$ cat src/rtl/mc_control_fsm_if.sv
// rtl/mc_control_fsm_if.sv - shared memory port handshake between control FSM and memory
//
// Purpose: groups the single memory port's request/response handshake so the
// control FSM (master) and the memory or its model (slave) connect with one port.
//
// Signals:
//   mem_req    master -> slave  request active, held until mem_ready
//   mem_we     master -> slave  1 = store, 0 = read (fetch or load)
//   mem_ready  slave -> master  request accepted/completed this cycle
interface mc_control_fsm_if;
  logic mem_req;
  logic mem_we;
  logic mem_ready;

  modport master (
    output mem_req,
    output mem_we,
    input  mem_ready
  );

  modport slave (
    input  mem_req,
    input  mem_we,
    output mem_ready
  );
endinterface

$ cat src/rtl/mc_control_fsm.sv
// rtl/mc_control_fsm.sv - multi-cycle main control FSM for the RISC-V core
//
// Purpose: sequences FETCH/DECODE/EXEC/MEM/WB over one shared memory port and
// drives every datapath enable and mux select from the state and latched IR.
//
// Ports:
//   clk          system clock, all state on the rising edge
//   rst          synchronous active-high reset
//   bus          memory handshake (master side): mem_req, mem_we, mem_ready
//   instr_i      latched instruction register, valid from DECODE onward
//   br_taken_i   branch comparison result, used in a branch EXEC
//   ir_we_o      latch fetched word into IR
//   mdr_we_o     latch load data into the data register
//   pc_we_o      update PC
//   pc_sel_o     0 = PC+4, 1 = PC+imm, 2 = ALU result with bit0 cleared
//   rf_we_o      register-file write enable (suppressed for rd = x0)
//   wb_sel_o     0 = ALU, 1 = data register, 2 = PC+4, 3 = imm
//   alu_a_sel_o  0 = rs1, 1 = PC
//   alu_b_sel_o  0 = rs2, 1 = imm
//   alu_op_o     0 = add, 1 = funct3/funct7 decoded, 2 = branch compare
//   bus_err_o    sticky memory timeout flag
//   illegal_o    sticky unsupported-opcode flag
//   state_o      current state encoding (debug)
module mc_control_fsm #(
  parameter int unsigned MEM_TIMEOUT = 16
) (
  input  logic                    clk,
  input  logic                    rst,
  mc_control_fsm_if.master        bus,
  input  logic [31:0]             instr_i,
  input  logic                    br_taken_i,
  output logic                    ir_we_o,
  output logic                    mdr_we_o,
  output logic                    pc_we_o,
  output logic [1:0]              pc_sel_o,
  output logic                    rf_we_o,
  output logic [1:0]              wb_sel_o,
  output logic                    alu_a_sel_o,
  output logic                    alu_b_sel_o,
  output logic [1:0]              alu_op_o,
  output logic                    bus_err_o,
  output logic                    illegal_o,
  output logic [2:0]              state_o
);

  typedef enum logic [2:0] {
    S_FETCH  = 3'd0,
    S_DECODE = 3'd1,
    S_EXEC   = 3'd2,
    S_MEM    = 3'd3,
    S_WB     = 3'd4,
    S_TRAP   = 3'd5
  } state_e;

  localparam logic [6:0] OP_R     = 7'h33;
  localparam logic [6:0] OP_I     = 7'h13;
  localparam logic [6:0] OP_LOAD  = 7'h03;
  localparam logic [6:0] OP_STORE = 7'h23;
  localparam logic [6:0] OP_BR    = 7'h63;
  localparam logic [6:0] OP_JAL   = 7'h6F;
  localparam logic [6:0] OP_JALR  = 7'h67;
  localparam logic [6:0] OP_LUI   = 7'h37;
  localparam logic [6:0] OP_AUIPC = 7'h17;

  // The counter holds the number of completed wait cycles. The request times
  // out in the cycle whose increment would make it reach MEM_TIMEOUT-1, so a
  // request lives at most MEM_TIMEOUT-1 cycles.
  localparam logic [7:0] TIMEOUT_LAST = 8'(MEM_TIMEOUT - 2);

  state_e     state_q, state_d;
  logic [7:0] cnt_q, cnt_d;
  logic       bus_err_q, bus_err_d;
  logic       illegal_q, illegal_d;

  logic [6:0] opcode;
  logic       rd_is_x0;
  logic       op_legal;
  logic       timeout_hit;

  logic       mem_req;
  logic       mem_we;
  logic       rf_we;

  // Only the opcode and rd fields matter to control; the rest feeds the datapath.
  logic       unused_instr_bits;
  assign unused_instr_bits = ^instr_i[31:12];

  assign opcode      = instr_i[6:0];
  assign rd_is_x0    = (instr_i[11:7] == 5'd0);
  assign timeout_hit = (cnt_q == TIMEOUT_LAST);

  always_comb begin
    op_legal = 1'b0;
    case (opcode)
      OP_R, OP_I, OP_LOAD, OP_STORE, OP_BR,
      OP_JAL, OP_JALR, OP_LUI, OP_AUIPC: op_legal = 1'b1;
      default:                           op_legal = 1'b0;
    endcase
  end

  always_ff @(posedge clk) begin
    if (rst) begin
      state_q   <= S_FETCH;
      cnt_q     <= 8'd0;
      bus_err_q <= 1'b0;
      illegal_q <= 1'b0;
    end else begin
      state_q   <= state_d;
      cnt_q     <= cnt_d;
      bus_err_q <= bus_err_d;
      illegal_q <= illegal_d;
    end
  end

  always_comb begin
    state_d     = state_q;
    // Counter returns to zero whenever we are not waiting, so every entry
    // into FETCH or MEM starts from a clean count.
    cnt_d       = 8'd0;
    bus_err_d   = bus_err_q;
    illegal_d   = illegal_q;
    mem_req     = 1'b0;
    mem_we      = 1'b0;
    ir_we_o     = 1'b0;
    mdr_we_o    = 1'b0;
    pc_we_o     = 1'b0;
    pc_sel_o    = 2'd0;
    rf_we       = 1'b0;
    wb_sel_o    = 2'd0;
    alu_a_sel_o = 1'b0;
    alu_b_sel_o = 1'b0;
    alu_op_o    = 2'd0;

    case (state_q)
      S_FETCH: begin
        mem_req = 1'b1;
        if (bus.mem_ready) begin
          ir_we_o = 1'b1;
          state_d = S_DECODE;
        end else if (timeout_hit) begin
          bus_err_d = 1'b1;
          state_d   = S_TRAP;
        end else begin
          cnt_d = cnt_q + 8'd1;
        end
      end

      S_DECODE: begin
        if (op_legal) begin
          state_d = S_EXEC;
        end else begin
          illegal_d = 1'b1;
          state_d   = S_TRAP;
        end
      end

      S_EXEC: begin
        state_d = S_FETCH;
        case (opcode)
          OP_R: begin
            alu_op_o = 2'd1;
            rf_we    = 1'b1;
            pc_we_o  = 1'b1;
          end
          OP_I: begin
            alu_op_o    = 2'd1;
            alu_b_sel_o = 1'b1;
            rf_we       = 1'b1;
            pc_we_o     = 1'b1;
          end
          OP_LUI: begin
            rf_we    = 1'b1;
            wb_sel_o = 2'd3;
            pc_we_o  = 1'b1;
          end
          OP_AUIPC: begin
            alu_a_sel_o = 1'b1;
            alu_b_sel_o = 1'b1;
            rf_we       = 1'b1;
            pc_we_o     = 1'b1;
          end
          OP_JAL: begin
            rf_we    = 1'b1;
            wb_sel_o = 2'd2;
            pc_we_o  = 1'b1;
            pc_sel_o = 2'd1;
          end
          OP_JALR: begin
            alu_b_sel_o = 1'b1;
            rf_we       = 1'b1;
            wb_sel_o    = 2'd2;
            pc_we_o     = 1'b1;
            pc_sel_o    = 2'd2;
          end
          OP_BR: begin
            alu_op_o = 2'd2;
            pc_we_o  = 1'b1;
            pc_sel_o = br_taken_i ? 2'd1 : 2'd0;
          end
          OP_LOAD, OP_STORE: begin
            alu_b_sel_o = 1'b1;
            state_d     = S_MEM;
          end
          default: begin
            // IR changed under us after DECODE; treat it as unsupported.
            illegal_d = 1'b1;
            state_d   = S_TRAP;
          end
        endcase
      end

      S_MEM: begin
        // Address computation (rs1 + imm) stays selected for the whole access.
        alu_b_sel_o = 1'b1;
        mem_req     = 1'b1;
        mem_we      = (opcode == OP_STORE);
        if (bus.mem_ready) begin
          if (opcode == OP_STORE) begin
            pc_we_o = 1'b1;
            state_d = S_FETCH;
          end else begin
            mdr_we_o = 1'b1;
            state_d  = S_WB;
          end
        end else if (timeout_hit) begin
          bus_err_d = 1'b1;
          state_d   = S_TRAP;
        end else begin
          cnt_d = cnt_q + 8'd1;
        end
      end

      S_WB: begin
        rf_we    = 1'b1;
        wb_sel_o = 2'd1;
        pc_we_o  = 1'b1;
        state_d  = S_FETCH;
      end

      S_TRAP: begin
        state_d = S_TRAP;
      end

      default: begin
        state_d = S_FETCH;
      end
    endcase

    // Reset cycle: abort whatever is in flight with no side effects at all.
    if (rst) begin
      mem_req     = 1'b0;
      mem_we      = 1'b0;
      ir_we_o     = 1'b0;
      mdr_we_o    = 1'b0;
      pc_we_o     = 1'b0;
      pc_sel_o    = 2'd0;
      rf_we       = 1'b0;
      wb_sel_o    = 2'd0;
      alu_a_sel_o = 1'b0;
      alu_b_sel_o = 1'b0;
      alu_op_o    = 2'd0;
    end
  end

  // Writes to x0 are architecturally discarded; suppress them at the source.
  assign rf_we_o     = rf_we & ~rd_is_x0;
  assign bus.mem_req = mem_req;
  assign bus.mem_we  = mem_we;

  assign bus_err_o = bus_err_q & ~rst;
  assign illegal_o = illegal_q & ~rst;
  assign state_o   = rst ? 3'd0 : 3'(state_q);

endmodule

$ cat src/flat_wrapper.sv
// flat-port wrapper written by rule: the top's interface ports become plain ports
module mc_control_fsm_flat 
#(
  parameter int unsigned MEM_TIMEOUT = 16
)
  (clk, rst, instr_i, br_taken_i, ir_we_o, mdr_we_o, pc_we_o, pc_sel_o, rf_we_o, wb_sel_o, alu_a_sel_o, alu_b_sel_o, alu_op_o, bus_err_o, illegal_o, state_o, bus_mem_req, bus_mem_we, bus_mem_ready);
  mc_control_fsm_if bus_i ();
  input  logic clk;
  input  logic rst;
  input  logic [31:0] instr_i;
  input  logic br_taken_i;
  output logic ir_we_o;
  output logic mdr_we_o;
  output logic pc_we_o;
  output logic [1:0] pc_sel_o;
  output logic rf_we_o;
  output logic [1:0] wb_sel_o;
  output logic alu_a_sel_o;
  output logic alu_b_sel_o;
  output logic [1:0] alu_op_o;
  output logic bus_err_o;
  output logic illegal_o;
  output logic [2:0] state_o;
  output wire logic [$bits(bus_i.mem_req)-1:0] bus_mem_req;
  output wire logic [$bits(bus_i.mem_we)-1:0] bus_mem_we;
  input wire logic [$bits(bus_i.mem_ready)-1:0] bus_mem_ready;
  assign bus_mem_req = bus_i.mem_req;
  assign bus_mem_we = bus_i.mem_we;
  assign bus_i.mem_ready = bus_mem_ready;
  mc_control_fsm #(.MEM_TIMEOUT(MEM_TIMEOUT)) u_core (.clk(clk), .rst(rst), .bus(bus_i), .instr_i(instr_i), .br_taken_i(br_taken_i), .ir_we_o(ir_we_o), .mdr_we_o(mdr_we_o), .pc_we_o(pc_we_o), .pc_sel_o(pc_sel_o), .rf_we_o(rf_we_o), .wb_sel_o(wb_sel_o), .alu_a_sel_o(alu_a_sel_o), .alu_b_sel_o(alu_b_sel_o), .alu_op_o(alu_op_o), .bus_err_o(bus_err_o), .illegal_o(illegal_o), .state_o(state_o));
endmodule
$ cat config.mk
export PLATFORM = sky130hd
export DESIGN_NAME = mc_control_fsm_flat
export DESIGN_NICKNAME = d
export VERILOG_FILES = /design/src/rtl/mc_control_fsm_if.sv /design/src/rtl/mc_control_fsm.sv /design/src/flat_wrapper.sv
export SDC_FILE = /design/constraint.sdc
export NUM_CORES = 1
export LEC_CHECK = 0
export BUFFER_PORTS_ARGS = -buffer_cell sky130_fd_sc_hd__buf_2
export CORE_ASPECT_RATIO = 1.5
export CORE_MARGIN = 8
export CORE_UTILIZATION = 45
export CTS_CLUSTER_SIZE = 12
export DETAILED_ROUTE_END_ITERATION = 12
export PLACE_DENSITY = 0.81
export SLEW_MARGIN = 40
export SYNTH_ARGS = -nofsm -noshare
export SYNTH_HDL_FRONTEND = slang
export SYNTH_SLANG_ARGS = --single-unit
$ cat constraint.sdc
create_clock -name clk -period 3.2 [get_ports clk]
set_clock_uncertainty 0.15 [all_clocks]
set_input_delay 0.32 -clock clk [delete_from_list [all_inputs] [get_ports clk]]
set_output_delay 0.32 -clock clk [all_outputs]
set_load 0.01 [all_outputs]
* After elaboration in Yosys (flattened, before gate mapping)
Index checks and enable logic that the tools add are counted.
** Operators by class
- Add/subtract/negate cells :: 1
- Equality and inequality tests :: 17
- Muxes and demuxes :: 47
- Bitwise logic cells :: 7
- Reduce and logical (&&, ||, !) cells :: 14
** Operators with widths (count)
- 1-bit two-way mux :: 26
- 7-bit by 6-bit == test with 1-bit output (second input constant) :: 3
- 7-bit == test (second input constant) :: 3
- 3-bit two-way mux :: 6
- 3-bit case mux with 5 select lines :: 1
- 7-bit by 5-bit == test with 1-bit output (second input constant) :: 2
- 2-bit case mux with 2 select lines :: 3
- 2-bit two-way mux :: 5
- 9-bit OR reduction :: 1
- 8-bit by 1-bit adder with 8-bit output (second input constant) :: 1
- 8-bit by 4-bit == test with 1-bit output (second input constant) :: 1
- 2-bit OR reduction :: 4
- 7-bit by 2-bit == test with 1-bit output (second input constant) :: 1
- 7-bit OR reduction :: 1
- 3-bit by 2-bit == test with 1-bit output (second input constant) :: 2
- 3-bit == test (second input constant) :: 2
- 1-bit case mux with 2 select lines :: 3
- 2-bit case mux with 3 select lines :: 1
- 3-bit case mux with 2 select lines :: 1
- 3-bit AND reduction :: 2
- 6-bit OR reduction :: 1
- 5-bit logical NOT :: 1
- 5-bit OR reduction :: 1
- 2-bit != test (second input constant) :: 2
- other kinds (7) :: 12
** Storage, ports and cells
- Register bits after elaboration :: 13
- Input port bits :: 36
- Output and inout port bits :: 19
- Logic and storage cells :: 90

* Logic depth before layout (Yosys ltp)
- Depth after elaboration :: 6
- Mapped depth :: 7
- Mapped depth without buffers :: 7

* Least setup slack after synthesis
No wires, ideal clock.
- Kind :: input-to-output
- Start point :: in instr_i[2]
- End point :: out pc_we_o
- Arrival :: 1.522 ns
- Data required time :: 2.730 ns
- Path slack :: 1.208 ns
- Cell stages on the path :: 4
- Buffers on the path :: 1
- Cell sequence :: or4_1 > buf_2 > o32a_1 > a21oi_1
** Between the ends
- Cells in the longest elaborated chain, start to end :: 5
- Elaborated cells between the ends (all ways) :: 14
- Those cells by class :: 8 x eq/ne; 5 x mux; 1 x reduce/logical
** Ends and longest elaborated chain
- start: declaration :: RTL line flat_wrapper.sv:10 : input logic [31:0] instr_i;
- 7-bit == test (tied with other cells) :: RTL line mc_control_fsm.sv:159 : case (opcode)
- 7-bit OR reduction (no source line) / 1-bit two-way mux (equally long branches)
- 1-bit two-way mux (on tied branches) :: RTL line mc_control_fsm.sv:159, mc_control_fsm.sv:217
- 1-bit case mux with 3 select lines (*) :: RTL line mc_control_fsm.sv:134 : case (state_q)
- 1-bit two-way mux (*) :: RTL line mc_control_fsm.sv:250 : if (rst) begin
- end: declaration :: RTL line flat_wrapper.sv:14 : output logic pc_we_o;
Every way passes the cells marked *; elsewhere a longest branch is shown, timed or not.

* Final worst setup path
- Start point :: reg u_core.state_q[2]
- End point :: out alu_op_o[1]
** Between the ends
- Cells in the longest elaborated chain, start to end :: 3
** Ends and longest elaborated chain
- start: declaration :: RTL line mc_control_fsm.sv:70 : state_e state_q, state_d;
- start signal: assignment :: RTL line mc_control_fsm.sv:108 : state_q <= state_d;
- 3-bit by 2-bit == test with 1-bit output :: RTL line mc_control_fsm.sv:134
- 2-bit two-way mux :: RTL line mc_control_fsm.sv:134
- 2-bit two-way mux :: RTL line mc_control_fsm.sv:250
- end: declaration :: RTL line flat_wrapper.sv:20 : output logic [1:0] alu_op_o;
Every way passes these cells.

==> impl_metrics.toml <==
[timing]
worst_slew_pin_slew_ps = 414
report.final.setup_viol = 0
final_period_utilization_pct = 74.9
fin_crit_ps = 2400
final_hold_viol_count = 0
setup_tns_ps = 0
max_clock_freq_mhz = 417
max_slew_margin_pct = 72.3
rsz0062_at_grt = "false"
drv_slew = 0

[cts]
clock_sink_count = 13
post_cts.repair.setup_buffers = 0
clock_tree.buffer_depth = 2
htree_levels = 1
cts.hold.buffers_added = 0
cts_root_buffer = "sky130_fd_sc_hd__clkbuf_4"
clkSlewWorstSetupHoldPaths_ps = 70
cts_tree = "built"
clk_latency_ps = 280
number_of_gates_resized_after_cts = 0
cts_buf_count = 3

[die]
boundaryPins = 55
die_width_um = 54.1
initial_utilization_pct = 47.8
fp.coreArea_mm2 = 0.00205
die-height_um = 73.2
num_rows = 20
floorplan.die_area_mm2 = 0.00396

[worst_setup_path]
startpoint_type = "flop"
arrival_time_at_the_worst_endpoint_ps = 1930
cp-end-kind = "output port"
setup.worst_path.class = "flop to output port"
worstPathMaxFanout = 10
worstPathRequired_ps = 2730

[yosys]
synth_async_sr_flop_share_pct = 0
yosys.cell_types.count = 46
primary_flip_flop_cell_chosen_by_synthesis_mapping = "sky130_fd_sc_hd__dfxtp_1"
post_synth.cell_area_avg_um2 = 7.32
synth.top_cell.area_share_pct = 26.5
synth_area_leader_cell = "sky130_fd_sc_hd__dfxtp_1"
syn-cell-area_um2 = 981
synth.yosys.warnings = 0
synth_edf_count = 0
seq_area_frac_synth_pct = 26.5
most_area_consuming_cells_after_synthesis = "sky130_fd_sc_hd__dfxtp_1 27%, sky130_fd_sc_hd__nor2_1 8.4%, sky130_fd_sc_hd__nand2_1 6.1%"
postSynthRegisterBits = 13
post_synth_inst_count = 134
syn_nets = 172

[power]
power.static_leakage_nw = 0.496
power_per_cell_area_mw_per_mm2 = 327
ir_worst_vdd_mv = 0.260

[grt]
grt_max_degree = 15
grt_first_pass_wirelength_mm = 3.93
via_count_of_the_first_global_routing_pass = 987
overflow = 0
globalRouteTotalUtil_pct = 12.4
antenna_violations_before_repair = 0

[place]
port_buffers = 34
place_hpwl_mm = 1.99
gp_congestion = 0.892

[routing]
drt_wl_total_mm = 2.46
avgRoutedWirePerCell_um = 13.0
vias_cell = 5.57
drtIter0Drc = 22
dr_total_vias = 1052
final_antenna_net_count = 0
detailedRoute.firstPassIterationCount = 4
detail_route.drc_violations = 0

[min_path]
min_path_type = "input pin to flop"

[finish]
layout.core_utilization_pct = 57.0
n_antenna_cell = 0
area_delta_synth_final_pct = 19.1
fraction_of_final_layout_cells_with_drive_strength_greater_than_1_pct = 27.5
fin_nets = 206

[flow_run]
max-cap-violations = 0

[outcome]
run_status = "finished clean"
## worst max-delay path, cell delays in order (launching register included)
cell and delay (ps):
sky130_fd_sc_hd__dfxtp_1 400, sky130_fd_sc_hd__nor2_1 250, sky130_fd_sc_hd__nand2_1 140, sky130_fd_sc_hd__nor2_1 260, sky130_fd_sc_hd__nand3_1 190, sky130_fd_sc_hd__nor4_1 210
sky130_fd_sc_hd__buf_2 190
## area by class of cell
cell class                      count  area [µm²]
Fill cell                         195         883
Timing Repair Buffer               34         170
Sequential cell                    13         260
Tap cell                           22        27.5
Clock buffer                        4        26.3
Inverter                            4        15.0
Multi-Input combinational cell    112         669
## report_power, final
group          internal, mW  total, mW  switching (mW)
Clock                0.0484      0.102          0.0532
Combinational        0.0427     0.0960          0.0533
Sequential            0.170      0.184          0.0148
## synth_stat cells (2+ instances only)
| library cell | instances |
|---|---|
| sky130_fd_sc_hd__buf_4 | 2 |
| sky130_fd_sc_hd__o22ai_1 | 3 |
| sky130_fd_sc_hd__a21oi_1 | 7 |
| sky130_fd_sc_hd__and2b_1 | 2 |
| sky130_fd_sc_hd__nor2_1 | 22 |
| sky130_fd_sc_hd__o21ai_0 | 4 |
| sky130_fd_sc_hd__nand2b_1 | 3 |
| sky130_fd_sc_hd__nor2b_1 | 6 |
| sky130_fd_sc_hd__nand3_1 | 6 |
| sky130_fd_sc_hd__nor4_1 | 2 |
| sky130_fd_sc_hd__o21bai_1 | 2 |
| sky130_fd_sc_hd__nand2_1 | 16 |
| sky130_fd_sc_hd__buf_2 | 2 |
| sky130_fd_sc_hd__dfxtp_1 | 13 |
| sky130_fd_sc_hd__xor2_1 | 4 |
| sky130_fd_sc_hd__nand4_1 | 3 |
| sky130_fd_sc_hd__inv_1 | 3 |
| sky130_fd_sc_hd__nor3_1 | 5 |
| sky130_fd_sc_hd__ha_1 | 2 |
## layer usage
metal	track usage [%]	part of all wire, %	up-vias
met2	21.5	47	39
met4	7.42	2.0	0
met5	0	0	-
li1	-	-	541
met3	2.86	12	5
met1	12.4	39	467
## per-stage QoR
step	total power [mW]	area [µm²]	setup slack, ps	hold WS (ps)	instances
floorplan	0.257	981	1210	279	134
global placement	0.281	1140	955	294	185
detailed placement	0.284	1140	928	316	185
CTS	0.387	1170	810	166	189
global route	0.407	1170	600	182	189
finish	0.382	1170	803	179	189
## worst paths after layout
path	from	endpoint	slack, ps	cells after the start
max reg2reg	u_core.cnt_q[0]	u_core.state_q[2]	1190	7
min	rst	u_core.state_q[2]	180	2
max	u_core.state_q[2]	alu_op_o[1]	800	6
min reg2reg	u_core.illegal_q	u_core.illegal_q	330	2
## registers in the layout, indices dropped and copies added, names as in the netlist
register,flops
u_core.cnt_q,8
u_core.bus_err_q,1
u_core.state_q,3
u_core.illegal_q,1
## cell families after synthesis
kind of cell | count (synthesis) | share of synthesized area, %
XOR/XNOR | 5 | 4.46
AND/OR/NAND/NOR | 78 | 41.1
adder cells (fa/ha/maj) | 2 | 2.55
AO/OA/AOI/OAI | 27 | 20.2
buffers and inverters | 9 | 5.23
flip-flops | 13 | 26.5
## cells in the final DEF, fill, tap and decap left out, drive strengths merged, types with 2 or more instances in the layout
cell type | Yosys | layout
buf | 5 | 34
nor2 | 23 | 23
nand2 | 16 | 16
dfxtp | 13 | 13
a21oi | 7 | 7
nor2b | 6 | 6
nand3 | 6 | 6
nor3 | 5 | 5
o21ai | 4 | 4
xor2 | 4 | 4
inv | 4 | 4
clkbuf | 0 | 4
nand2b | 3 | 3
o22ai | 3 | 3
nand4 | 3 | 3
and2b | 2 | 2
nor4 | 2 | 2
o21bai | 2 | 2
ha | 2 | 2
or4 | 2 | 2
a211oi | 2 | 2
or3 | 2 | 2
(Power assumes the default switching activity.)
